$ cat src/rtl/dec_key_sched_pkg.sv
// Shared types, state encoding and round constants for the
// decryption-side round-key scheduler.
package dec_key_sched_pkg;

    localparam int NR_MAX = 10;

    typedef logic [15:0] rkey_t;

    localparam logic [1:0] ST_IDLE   = 2'd0;
    localparam logic [1:0] ST_EXPAND = 2'd1;
    localparam logic [1:0] ST_SERVE  = 2'd2;

    function automatic logic [7:0] round_const(input logic [3:0] count);
        logic [7:0] rc;
        case (count)
            4'd0:    rc = 8'h01;
            4'd1:    rc = 8'h02;
            4'd2:    rc = 8'h04;
            4'd3:    rc = 8'h08;
            4'd4:    rc = 8'h10;
            4'd5:    rc = 8'h20;
            4'd6:    rc = 8'h40;
            4'd7:    rc = 8'h80;
            4'd8:    rc = 8'h1b;
            4'd9:    rc = 8'h36;
            default: rc = 8'h00;
        endcase
        return rc;
    endfunction

endpackage

$ cat src/rtl/dec_key_sched_keygen.sv
// Forward key-generation step for the 16-bit AES key schedule:
// keyout = key ^ subByte(key) ^ {rcon(count), 8'h00}.
module dec_key_sched_keygen
    import dec_key_sched_pkg::*;
(
    input  logic [3:0]  count,
    input  logic [15:0] key,
    output logic [15:0] keyout
);

    // Row-major AES S-box; byte 8'h00 occupies the top eight bits.
    localparam logic [2047:0] SBOX = {
        128'h637c777bf26b6fc53001672bfed7ab76,
        128'hca82c97dfa5947f0add4a2af9ca472c0,
        128'hb7fd9326363ff7cc34a5e5f171d83115,
        128'h04c723c31896059a071280e2eb27b275,
        128'h09832c1a1b6e5aa0523bd6b329e32f84,
        128'h53d100ed20fcb15b6acbbe394a4c58cf,
        128'hd0efaafb434d338545f9027f503c9fa8,
        128'h51a3408f929d38f5bcb6da2110fff3d2,
        128'hcd0c13ec5f974417c4a77e3d645d1973,
        128'h60814fdc222a908846eeb814de5e0bdb,
        128'he0323a0a4906245cc2d3ac629195e479,
        128'he7c8376d8dd54ea96c56f4ea657aae08,
        128'hba78252e1ca6b4c6e8dd741f4bbd8b8a,
        128'h703eb5664803f60e613557b986c11d9e,
        128'he1f8981169d98e949b1e87e9ce5528df,
        128'h8ca1890dbfe6426841992d0fb054bb16
    };

    function automatic logic [7:0] sub_byte(input logic [7:0] b);
        logic [10:0] idx;
        idx = {~b, 3'b000};
        return SBOX[idx +: 8];
    endfunction

    assign keyout = key
                  ^ {sub_byte(key[15:8]), sub_byte(key[7:0])}
                  ^ {round_const(count), 8'h00};

endmodule

$ cat src/rtl/dec_key_sched.sv
// Expands the cipher key forward into a buffer, then streams the
// round keys out in reverse order over a valid/ready handshake.
module dec_key_sched
    import dec_key_sched_pkg::*;
#(
    parameter int NR = 10,
    parameter int KW = 16
) (
    input  logic          clk,
    input  logic          rst,
    input  logic [KW-1:0] key_in,
    input  logic          key_load,
    output logic          busy,
    output logic          rk_valid,
    input  logic          rk_ready,
    output logic [KW-1:0] rk_data,
    output logic [3:0]    rk_round,
    output logic          rk_last
);

    logic [1:0] state;
    logic [3:0] cnt;
    logic [3:0] ptr;
    rkey_t      key_buf [NR+1];
    rkey_t      cur_key;
    rkey_t      next_key;
    rkey_t      ptr_key;
    rkey_t      dn_key;

    assign busy = (state != ST_IDLE);

    // Read ports: expansion source, current key, and the next-lower key
    // so that back-to-back handshakes need no extra cycle.
    always_comb begin
        cur_key = '0;
        ptr_key = '0;
        dn_key  = '0;
        for (int i = 0; i <= NR; i++) begin
            if (cnt == 4'(i))
                cur_key = key_buf[i];
            if (ptr == 4'(i))
                ptr_key = key_buf[i];
            if (ptr == 4'(i + 1))
                dn_key = key_buf[i];
        end
    end

    dec_key_sched_keygen u_keygen (
        .count  (cnt),
        .key    (cur_key),
        .keyout (next_key)
    );

    always_ff @(posedge clk) begin
        if (state == ST_IDLE && key_load) begin
            key_buf[0] <= key_in;
        end else if (state == ST_EXPAND) begin
            for (int i = 1; i <= NR; i++) begin
                if (cnt == 4'(i - 1))
                    key_buf[i] <= next_key;
            end
        end
    end

    always_ff @(posedge clk or posedge rst) begin
        if (rst) begin
            state    <= ST_IDLE;
            cnt      <= '0;
            ptr      <= '0;
            rk_valid <= 1'b0;
            rk_data  <= '0;
            rk_round <= '0;
            rk_last  <= 1'b0;
        end else begin
            unique case (1'b1)
                (state == ST_IDLE): begin
                    if (key_load) begin
                        cnt   <= '0;
                        state <= ST_EXPAND;
                    end
                end
                (state == ST_EXPAND): begin
                    cnt <= cnt + 4'd1;
                    if (cnt == 4'(NR - 1)) begin
                        state <= ST_SERVE;
                        ptr   <= 4'(NR);
                    end
                end
                (state == ST_SERVE): begin
                    // First SERVE cycle primes the output registers.
                    if (!rk_valid) begin
                        rk_valid <= 1'b1;
                        rk_data  <= ptr_key;
                        rk_round <= ptr;
                        rk_last  <= (ptr == 4'd0);
                    end else if (rk_ready) begin
                        if (ptr == 4'd0) begin
                            state    <= ST_IDLE;
                            rk_valid <= 1'b0;
                            rk_data  <= '0;
                            rk_round <= '0;
                            rk_last  <= 1'b0;
                        end else begin
                            ptr      <= ptr - 4'd1;
                            rk_data  <= dn_key;
                            rk_round <= ptr - 4'd1;
                            rk_last  <= (ptr == 4'd1);
                        end
                    end
                end
                default: state <= ST_IDLE;
            endcase
        end
    end

endmodule

$ cat config.mk
export PLATFORM = sky130hd
export DESIGN_NAME = dec_key_sched
export DESIGN_NICKNAME = d
export VERILOG_FILES = /design/src/rtl/dec_key_sched_pkg.sv /design/src/rtl/dec_key_sched_keygen.sv /design/src/rtl/dec_key_sched.sv
export SDC_FILE = /design/constraint.sdc
export NUM_CORES = 1
export LEC_CHECK = 0
export ABC_AREA = 1
export CAP_MARGIN = 30
export CORE_MARGIN = 3
export CORE_UTILIZATION = 45
export DETAILED_ROUTE_END_ITERATION = 6
export HOLD_SLACK_MARGIN = 0.06
export PLACE_DENSITY_LB_ADDON = 0.15
export REMOVE_ABC_BUFFERS = 1
export SLEW_MARGIN = 20
export SYNTH_ARGS = -nofsm -noshare
export SYNTH_HDL_FRONTEND = slang
export SYNTH_SLANG_ARGS = --single-unit
$ cat constraint.sdc
create_clock -name clk -period 4.5 [get_ports clk]
set_clock_uncertainty 0.2 [all_clocks]
set_input_delay 1.125 -clock clk [delete_from_list [all_inputs] [get_ports clk]]
set_output_delay 1.125 -clock clk [all_outputs]
set_load 0.02 [all_outputs]
==> impl_metrics.json <==
{
  "worst-r2r-setup-slack_ps": 220,
  "final_max_slew_viol_count": 0,
  "placement.io_buffers": 42,
  "floorplan.initialDensity_pct": 45.90,
  "critPathCaptureType": "flop",
  "place_ws_ps": -251.5,
  "peak_clock_frequency_supported_by_timing_ghz": 0.2336,
  "dieHeight_um": 208.0,
  "finalNetCount": 2893,
  "floorplan.core_area_um2": 40010,
  "mean_instance_size_in_the_synthesized_netlist_um2": 6.668,
  "area_delta_synth_final_pct": 15.42,
  "crit_path_max_incr_delay_ps": 450,
  "ctsHtreeMaxLevel": 1,
  "clk_pin_slew_ps": 70,
  "final.min_clock_period_ps": 4281,
  "post_route_cells_drive_above_1_share_pct": 12.91,
  "antenna-diode-count": 0,
  "synth_largest_area_cell": "sky130_fd_sc_hd__edfxtp_1",
  "finalSetupTns_ps": 0,
  "hpwlAfterDp_mm": 59.12,
  "crit_buf_inv": 2,
  "maxSlewHeadroom_pct": 41.42,
  "crit_arrival_ps": 4300,
  "viasPerCell": 6.192,
  "ys_types": 47,
  "yosys_register_bits": 208,
  "cts_hold_buf": 0,
  "post-route-period-util_pct": 95.14,
  "routed-via-count": 20900,
  "fin_hold_ws_ps": 299.1,
  "grt_max_degree": 58,
  "cts_tree": "yes",
  "hold_viol_final": 0,
  "core.rowCount": 73,
  "syn_area_um2": 18360,
  "synth_sequential_area_ratio_pct": 33.14,
  "root_buffer": "sky130_fd_sc_hd__clkbuf_16",
  "rsz0062_at_grt": "true",
  "grt-ovfl-total": 0,
  "grt_antenna_before_repair": 1,
  "detailed_route_wl_mm": 79.18,
  "yosys_warnings": 0,
  "grt_pass1_wl_mm": 120.6,
  "globalRouteTotalUtil_pct": 35.00,
  "critical_path_required_ps": 4520,
  "startpoint_type": "flop",
  "placed_instance_count": 3327,
  "final-instance-count-excl-fill": 3375,
  "synth_top_cell_area_share_pct": 28.78,
  "yosys-top-cells-count": "sky130_fd_sc_hd__nand2_1, sky130_fd_sc_hd__nand3_1, sky130_fd_sc_hd__inv_1",
  "first_global_vias": 19880,
  "ios": 43,
  "timing.final.ws_setup_ps": 218.7,
  "cells_taking_the_most_area_after_synthesis": "sky130_fd_sc_hd__edfxtp_1, sky130_fd_sc_hd__nand2_1, sky130_fd_sc_hd__nand3_1",
  "drcViolationCount": 0,
  "clk_lat_worst_skew_ps": 520,
  "max_cap_violations": 0,
  "crit_family": "simple AND/OR/NAND/NOR gates",
  "numCtsBuffers": 21,
  "drtAntennaViolNets": 0,
  "critPathSlowestCell": "sky130_fd_sc_hd__dfrtp_2",
  "worst-path-max-fanout": 11,
  "worstSetupPathType": "flop to flop",
  "die_x_um": 208.0,
  "postSynth.topFlopCell": "sky130_fd_sc_hd__edfxtp_1",
  "drt-initial-drc-count": 2692,
  "setup-violations-final": 0,
  "hold_path_class": "flop to flop",
  "die_area_um2": 43270,
  "worst_pin_slew_ps": 877.8,
  "synthArstFlopShare_pct": 15.38,
  "postSynthCellCount": 2754,
  "drt_pass1_iterations": 6,
  "routedWlPerCell_um": 23.46,
  "run_status": "finished clean",
  "synth_enable_flop_cells": 176,
  "place.gp.congestion": 1.030,
  "yosysMostFrequentCell": "sky130_fd_sc_hd__nand2_1",
  "longest_clk_path_bufs": 3,
  "cts.sinks": 208,
  "critical-path-top-cell-by-count": "sky130_fd_sc_hd__nand2_1"
}
## layout make-up
type / count / area [um2]
Fill cell: 3955 / 18810
Timing Repair Buffer: 226 / 2014
Clock buffer: 26 / 574.3
Tap cell: 525 / 656.9
Multi-Input combinational cell: 2081 / 10640
Inverter: 297 / 1117
Clock inverter: 12 / 98.84
Sequential cell: 208 / 6088
## state kept, by name, summed over array words and instances (netlist names)
register and cells:
cnt 4, state 2, rk_data 16, key_buf 176
rk_last 1, rk_valid 1, ptr 4, rk_round 4
## what timing repair did
item / in CTS / in global routing
gates cloned: 0 / 1
pin swaps: 0 / 6
endpoints found under the setup margin: 50 / 160
gates resized for setup: 8 / 88
buffers inserted: 0 / 7
## stage by stage
| stage | utilization [%] | instance area, um2 |
|---|---|---|
| after floorplan | - | 17470 |
| after global routing | 52.98 | 21190 |
| after detailed placement | 50.25 | 20100 |
| after CTS | 51.98 | 20790 |
| after global placement | 50.25 | 20100 |
| final | 52.98 | 21190 |
## cells in the final DEF (no fill, tap or decap), drive strengths merged, types with 13 or more instances in the layout
| cell type | instances |
|---|---|
| nand2 | 785 |
| nand3 | 487 |
| inv | 293 |
| o21ai | 240 |
| buf | 183 |
| a21oi | 177 |
| edfxtp | 176 |
| nor2 | 150 |
| o211ai | 80 |
| clkdlybuf4s50 | 42 |
| ha | 38 |
| dfrtp | 32 |
| clkbuf | 27 |
| o22ai | 21 |
| o221ai | 21 |
| nand4 | 15 |
| clkinv | 14 |
| a221oi | 13 |
## worst reg2reg max path, cell delays in order, from the launching register on
cell	delay (ps)
sky130_fd_sc_hd__dfrtp_2	450
sky130_fd_sc_hd__inv_2	100
sky130_fd_sc_hd__ha_2	210
sky130_fd_sc_hd__nand2_1	110
sky130_fd_sc_hd__nor2_4	170
sky130_fd_sc_hd__nand2_1	70
sky130_fd_sc_hd__nand2_1	60
sky130_fd_sc_hd__nand3_1	60
sky130_fd_sc_hd__nand2_1	70
sky130_fd_sc_hd__nand2_1	50
sky130_fd_sc_hd__nand2_1	60
sky130_fd_sc_hd__nand2_1	70
sky130_fd_sc_hd__nand2_1	70
sky130_fd_sc_hd__nand2_1	50
sky130_fd_sc_hd__nand2_1	60
sky130_fd_sc_hd__nand2_1	110
sky130_fd_sc_hd__nand2_2	130
sky130_fd_sc_hd__nand2_4	180
sky130_fd_sc_hd__ha_2	270
sky130_fd_sc_hd__buf_4	150
sky130_fd_sc_hd__nand2_1	190
sky130_fd_sc_hd__nand3_1	270
sky130_fd_sc_hd__nand3_1	170
sky130_fd_sc_hd__nand3_1	80
sky130_fd_sc_hd__nand3_1	150
sky130_fd_sc_hd__nand3_2	130
sky130_fd_sc_hd__nand3_1	130
sky130_fd_sc_hd__nand2_2	160
## layer usage
layer	GRT usage [%]	up-vias	part of all wire [%]
met5	0	-	0.016
met4	14.11	2	4.8
met3	5.051	269	10
met2	56.07	1463	45
met1	47.80	9630	40
li1	-	9534	-
## worst paths after layout
check / start / end / cells past startpoint
worst max-delay path: cnt[1]$_DFFE_PP0P_ / key_buf[10][2]$_DFFE_PP_ / 27
worst min-delay path: rk_round[3]$_DFFE_PP0P_ / rk_round[3]$_DFFE_PP0P_ / 2
worst max register to register: cnt[1]$_DFFE_PP0P_ / key_buf[10][2]$_DFFE_PP_ / 27
worst min register to register: rk_round[3]$_DFFE_PP0P_ / rk_round[3]$_DFFE_PP0P_ / 2
max in group asynchronous: rst / cnt[0]$_DFFE_PP0P_ / 3
min in group asynchronous: rst / rk_data[11]$_DFFE_PP0P_ / 3
## logic make-up (layout without fill, tap and decap cells)
family	count (synthesis)	in the layout	synth area share (%)
adder cells (fa/ha/maj)	38	38	2.589
buffers and inverters	466	561	10.92
AO/OA/AOI/OAI	581	581	18.51
AND/OR/NAND/NOR	1454	1455	34.51
flip-flops	208	208	33.14
XOR/XNOR	7	7	0.3339
Power is left out: the tool's default activity adds up to more than one toggle a clock period on the data nets, which glitch-free logic cannot reach.
